--- src/rtl/r2sdf_stage1_if.sv ---
// Sample-stream bundle for the first radix-2 single-path delay-feedback stage.
// The master drives complex input samples; the slave returns registered sums/differences.
interface r2sdf_stage1_if #(
    parameter int WIDTH = 10
);
    logic                    data_in_en;
    logic signed [WIDTH-1:0] data_in_re;
    logic signed [WIDTH-1:0] data_in_im;
    logic                    data_out_en;
    logic                    data_out_sof;
    logic signed [WIDTH:0]   data_out_re;
    logic signed [WIDTH:0]   data_out_im;

    modport master (
        output data_in_en,
        output data_in_re,
        output data_in_im,
        input  data_out_en,
        input  data_out_sof,
        input  data_out_re,
        input  data_out_im
    );

    modport slave (
        input  data_in_en,
        input  data_in_re,
        input  data_in_im,
        output data_out_en,
        output data_out_sof,
        output data_out_re,
        output data_out_im
    );
endinterface

--- src/rtl/r2sdf_stage1.sv ---
// First stage of a radix-2 SDF FFT pipeline.
// The first half of each frame fills a DEPTH-deep feedback delay line. The second half
// emits X[n]+X[n+DEPTH] and stores X[n]-X[n+DEPTH] back into the line. Those differences
// drain out while the next frame's first half is being loaded.
module r2sdf_stage1 #(
    parameter int WIDTH = 10,
    parameter int DEPTH = 32
) (
    input  logic               clk,
    input  logic               rst,
    r2sdf_stage1_if.slave      bus
);
    localparam int CW = $clog2(2 * DEPTH);
    localparam int OW = WIDTH + 1;
    localparam logic [CW-1:0] CNT_HALF = CW'(DEPTH);
    localparam logic [CW-1:0] CNT_LAST = CW'(2 * DEPTH - 1);

    typedef logic signed [OW-1:0] samp_t;

    logic [CW-1:0] cnt_q, cnt_d;
    logic          diff_valid_q, diff_valid_d;
    samp_t         dl_re_q [DEPTH];
    samp_t         dl_re_d [DEPTH];
    samp_t         dl_im_q [DEPTH];
    samp_t         dl_im_d [DEPTH];
    logic          out_en_q, out_en_d;
    logic          out_sof_q, out_sof_d;
    samp_t         out_re_q, out_re_d;
    samp_t         out_im_q, out_im_d;

    samp_t in_re_ext, in_im_ext;
    samp_t head_re, head_im;
    samp_t push_re, push_im;

    // Next-state logic: only an accepted sample moves the counter, the line or the outputs.
    always_comb begin
        cnt_d        = cnt_q;
        diff_valid_d = diff_valid_q;
        dl_re_d      = dl_re_q;
        dl_im_d      = dl_im_q;
        out_en_d     = 1'b0;
        out_sof_d    = 1'b0;
        out_re_d     = out_re_q;
        out_im_d     = out_im_q;
        in_re_ext    = {bus.data_in_re[WIDTH-1], bus.data_in_re};
        in_im_ext    = {bus.data_in_im[WIDTH-1], bus.data_in_im};
        head_re      = dl_re_q[DEPTH-1];
        head_im      = dl_im_q[DEPTH-1];
        push_re      = in_re_ext;
        push_im      = in_im_ext;

        if (bus.data_in_en) begin
            if (cnt_q >= CNT_HALF) begin
                out_re_d = head_re + in_re_ext;
                out_im_d = head_im + in_im_ext;
                push_re  = head_re - in_re_ext;
                push_im  = head_im - in_im_ext;
                out_en_d = 1'b1;
            end else begin
                out_re_d = head_re;
                out_im_d = head_im;
                out_en_d = diff_valid_q;
            end
            out_sof_d = (cnt_q == CNT_HALF);

            for (int i = DEPTH - 1; i > 0; i--) begin
                dl_re_d[i] = dl_re_q[i-1];
                dl_im_d[i] = dl_im_q[i-1];
            end
            dl_re_d[0] = push_re;
            dl_im_d[0] = push_im;

            if (cnt_q == CNT_LAST) begin
                cnt_d        = '0;
                diff_valid_d = 1'b1;
            end else begin
                cnt_d = cnt_q + CW'(1);
            end
        end
    end

    // State and output registers, all cleared asynchronously by rst.
    always_ff @(posedge clk or posedge rst) begin
        if (rst) begin
            cnt_q        <= '0;
            diff_valid_q <= 1'b0;
            for (int i = 0; i < DEPTH; i++) begin
                dl_re_q[i] <= '0;
                dl_im_q[i] <= '0;
            end
            out_en_q     <= 1'b0;
            out_sof_q    <= 1'b0;
            out_re_q     <= '0;
            out_im_q     <= '0;
        end else begin
            cnt_q        <= cnt_d;
            diff_valid_q <= diff_valid_d;
            dl_re_q      <= dl_re_d;
            dl_im_q      <= dl_im_d;
            out_en_q     <= out_en_d;
            out_sof_q    <= out_sof_d;
            out_re_q     <= out_re_d;
            out_im_q     <= out_im_d;
        end
    end

    assign bus.data_out_en  = out_en_q;
    assign bus.data_out_sof = out_sof_q;
    assign bus.data_out_re  = out_re_q;
    assign bus.data_out_im  = out_im_q;
endmodule
--- src/flat_wrapper.sv ---
// flat-port wrapper written by rule: the top's interface ports become plain ports
module r2sdf_stage1_flat 
#(
    parameter int WIDTH = 10,
    parameter int DEPTH = 32
)
  (clk, rst, bus_data_in_en, bus_data_in_re, bus_data_in_im, bus_data_out_en, bus_data_out_sof, bus_data_out_re, bus_data_out_im);
  r2sdf_stage1_if #(.WIDTH(WIDTH)) bus_i ();
  input  logic clk;
  input  logic rst;
  input wire logic [$bits(bus_i.data_in_en)-1:0] bus_data_in_en;
  input wire logic [$bits(bus_i.data_in_re)-1:0] bus_data_in_re;
  input wire logic [$bits(bus_i.data_in_im)-1:0] bus_data_in_im;
  output wire logic [$bits(bus_i.data_out_en)-1:0] bus_data_out_en;
  output wire logic [$bits(bus_i.data_out_sof)-1:0] bus_data_out_sof;
  output wire logic [$bits(bus_i.data_out_re)-1:0] bus_data_out_re;
  output wire logic [$bits(bus_i.data_out_im)-1:0] bus_data_out_im;
  assign bus_i.data_in_en = bus_data_in_en;
  assign bus_i.data_in_re = bus_data_in_re;
  assign bus_i.data_in_im = bus_data_in_im;
  assign bus_data_out_en = bus_i.data_out_en;
  assign bus_data_out_sof = bus_i.data_out_sof;
  assign bus_data_out_re = bus_i.data_out_re;
  assign bus_data_out_im = bus_i.data_out_im;
  r2sdf_stage1 #(.WIDTH(WIDTH), .DEPTH(DEPTH)) u_core (.clk(clk), .rst(rst), .bus(bus_i));
endmodule
--- config.mk ---
export PLATFORM = sky130hd
export DESIGN_NAME = r2sdf_stage1_flat
export DESIGN_NICKNAME = d
export VERILOG_FILES = /design/src/rtl/r2sdf_stage1_if.sv /design/src/rtl/r2sdf_stage1.sv /design/src/flat_wrapper.sv
export SDC_FILE = /design/constraint.sdc
export NUM_CORES = 1
export LEC_CHECK = 0
export ABC_AREA = 1
export CAP_MARGIN = 25
export CORE_ASPECT_RATIO = 0.7
export CORE_UTILIZATION = 23
export DETAILED_ROUTE_END_ITERATION = 16
export GPL_ROUTABILITY_DRIVEN = 0
export SLEW_MARGIN = 30
export SYNTH_ARGS = -nofsm -noshare
export SYNTH_HDL_FRONTEND = slang
export SYNTH_SLANG_ARGS = --single-unit
--- constraint.sdc ---
create_clock -name clk -period 38 [get_ports clk]
set_clock_uncertainty 0.05 [all_clocks]
set_input_delay 3.8 -clock clk [delete_from_list [all_inputs] [get_ports clk]]
set_output_delay 3.8 -clock clk [all_outputs]
set_load 0.005 [all_outputs]
==> reports/metrics.cfg <==
[routing]
route.vias.total = 21500
wl_per_cell_um = 10.9
wl_um = 58000
ant_nets = 0
post_drt_via_cell_ratio = 4.02
routed.top_layer = met4
drt-pass1-iter-count = 6
dr_wl_met2_um = 23400
remaining_drc_errors = 0
drt-met1-wl_um = 31100
dr_wl_met3_um = 2360
drt-initial-drc-count = 1982

[clock_network]
cts.sinks = 735
clock_latency_ns = 0.63
numCtsBuffers = 69
root_buffer = clkbuf_16
cts_hold_buf = 0
cts_tree = yes
clockBufferDepth = 3
postCtsSetupRepairBufs = 0
clkSlewWorstSetupHoldPaths_ns = 0.07
cts.htree.levels = 3
cts_resized = 0

[logic_synthesis]
synth_top_cell_by_area = dfrtp_1
synth_common_cells = nand2_1, dfrtp_1, inv_1
syn_area_per_cell_um2 = 8.47
syn_inst = 3578
ys.warnings.count = 0
synth-seq-cells = 735
synth_edf_count = 0
synth_area_um2 = 30300
netlist.area_leader.share_pct = 60.7
synth-main-ff-cell = dfrtp_1
yosysSeqAreaShare_pct = 60.7
synth_fp_nets = 3647
yosysMostFrequentCell = nand2_1
async_flop_share_pct = 100
yosysUniqueCellTypes = 29
yosys-top-cells-area = dfrtp_1, nand2_1, ha_1, buf_2, buf_4

[sta]
fin_crit_sh_pct = 16.7
maxClockFrequency_mhz = 157
hold_viol = 0
final.min_clock_period_ns = 6.36
tightest_slew_ns = 0.939
setup_slack_ns = 31.64
setup_viol = 0
fin_setup_tns_ns = 0
drv_slew = 0
relSlewSlack_pct = 37.4
rsz0062_at_grt = no

[placement]
pre_cts_slack_ns = 30.39
port_buffers = 46
place_area_um2 = 32100
hpwl_um = 33100
placedCellCount = 5212

[setup_path]
critical_path_class = in -> async
cp_cell_sequence = clkdlybuf4s50_1 -> clkinv_8 -> buf_12 -> buf_16 -> buf_6 -> buf_6
cp.required_ns = 38.62
crit_path_frequent_cell = buf_6
r2r-start = u_core.head_re[0]$_DFFE_PP0P_
critPathMaxStageDelay_ns = 0.65
start_kind = input port
crit_slowest_cell = buf_6
cp_top_family = buffers and inverters
path_buf_inv = 6
crit_fanout = 130
startpoint = rst
cp-end-kind = async pin
cp_data_arrival_time_ns = 6.98

[grt]
track_usage_pct = 8.80
grt_pass1_wl_um = 101000
antenna_found_initial = 0
grt_pass1_vias = 20500
grt_overflow = 0
grt_max_degree = 216

[power_and_ir_drop]
powerDensity_nw_per_um2 = 56.6
leakage_nw = 18.7
intPower_mw = 1.42
ir_worst_vdd_mv = 0.0298
p_clk_share_pct = 36.8
report.power.total_mw = 1.96
comb_power_share_pct = 12.4
seqPwrFrac_pct = 50.8
netSwitchingFraction_pct = 27.4
power_switching_mw = 0.536

[die]
rows = 111
num_io_pins = 47
die-area_um2 = 133000
design.core.area_um2 = 131000
die_x_um = 436
start_util_pct = 23.2
die_y_um = 306

[hold_path]
hold_path_class = reg -> reg
hold_start = u_core.dl_re_q[73]$_DFFE_PP0P_

[finish]
num-nets-final = 3603
area_growth_syn_to_layout_pct = 14.1
n_antenna_cell = 0
stdcell_count = 5336
final_area_um2 = 34600
final_layout_size_suffix_gt1_share_pct = 4.21

[run]
maxCapViolCount = 0

[run_status]
outcome = complete, no violations

[per-layer routing]
metal | track usage, % | up-vias
met2 | 12.5 | 273
met3 | 2.04 | 89
met5 | 0 | -
met4 | 2.51 | 0
li1 | - | 10800
met1 | 13.1 | 10300
[stage by stage]
stage               hold WS [ns]  util [%]
floorplan                  0.377         -
global placement           0.391      24.5
detailed placement         0.401      24.5
CTS                        0.410      26.4
global route               0.431      26.4
finish                     0.406      26.4
[cells by family (layout without fill, tap and decap cells)]
| family | after synthesis | after routing | share of synthesized area, % |
|---|---|---|---|
| flip-flops | 735 | 735 | 60.7 |
| adder cells (fa/ha/maj) | 46 | 46 | 2.00 |
| XOR/XNOR | 12 | 12 | 0.347 |
| AO/OA/AOI/OAI | 140 | 140 | 2.53 |
| AND/OR/NAND/NOR | 2350 | 2350 | 29.5 |
| buffers and inverters | 295 | 302 | 4.92 |
[final cells by class]
class                   instances  area, µm²
well taps                    1751       2190
multi-input cells            2548      10400
flip-flops and latches        735      18400
fillers                     14000      96300
clock buffers                  89       1930
repair buffers                 66        739
clock inverters                33        438
inverters                     114        453
[final timing paths]
| kind | slack [ns] | cells after the start | to |
|---|---|---|---|
| min in group asynchronous | 3.61 | 2 | u_core.dl_im_q[288]$_DFFE_PP0P_ |
| max in group clk | 32.04 | 6 | u_core.dl_im_q[351]$_DFFE_PP0P_ |
| worst min-delay path | 0.41 | 2 | u_core.dl_re_q[62]$_DFFE_PP0P_ |
| worst max-delay path | 31.64 | 6 | u_core.dl_re_q[299]$_DFFE_PP0P_ |
| worst min register to register | 0.41 | 2 | u_core.dl_re_q[62]$_DFFE_PP0P_ |
| worst max register to register | 35.69 | 12 | u_core.dl_re_q[347]$_DFFE_PP0P_ |
[power groups by stage]
| stage | registers (mW) | clock network [mW] | logic (mW) |
|---|---|---|---|
| 2_1_floorplan | 0.990 | 0 | 0.188 |
| 3_3_place_gp | 1.00 | 0 | 0.241 |
| 3_5_place_dp | 1.00 | 0 | 0.247 |
| 4_1_cts | 0.993 | 0.745 | 0.248 |
| 5_1_grt | 1.01 | 0.776 | 0.286 |
| 6_report | 0.993 | 0.720 | 0.244 |
[state kept, by name, indices dropped and copies added (netlist names)]
signal	cells
u_core.bus.data_out_re	11
u_core.bus.data_out_sof	1
u_core.diff_valid_q	1
u_core.bus.data_out_im	11
u_core.dl_im_q	341
u_core.head_re	11
u_core.dl_re_q	341
u_core.head_im	11
u_core.bus.data_out_en	1
u_core.cnt_q	6
[worst min-delay path, delay by kind of cell, from the launching register on]
family	cells	cell delay, ns
flops	1	0.34
simple gates	2	0.11
[placed cells by master, fill, tap and decap left out, types with 2 or more instances in the layout]
cell             instances
nand4_1                  8
o21ai_0                 55
inv_6                    4
nand3_1                 67
nor3_1                   5
clkinv_2                15
a21oi_2                  3
clkinv_8                 4
o21ai_1                  2
a31oi_1                  5
dfrtp_1                735
o211ai_1                 7
a21oi_1                 63
buf_6                    9
inv_1                  107
buf_16                   2
xor2_1                  12
ha_1                    42
inv_2                    5
clkbuf_8                13
clkbuf_1                 7
bufinv_16                7
clkbuf_16               69
clkinv_4                 2
nor2_1                  72
buf_4                    5
clkinv_16                2
o21bai_1                 3
clkdlybuf4s50_1         45
a21oi_4                  2
fa_1                     4
nand2_1               2194
or2_2                    2
buf_12                   4
Power figures use the tool's default switching activity.
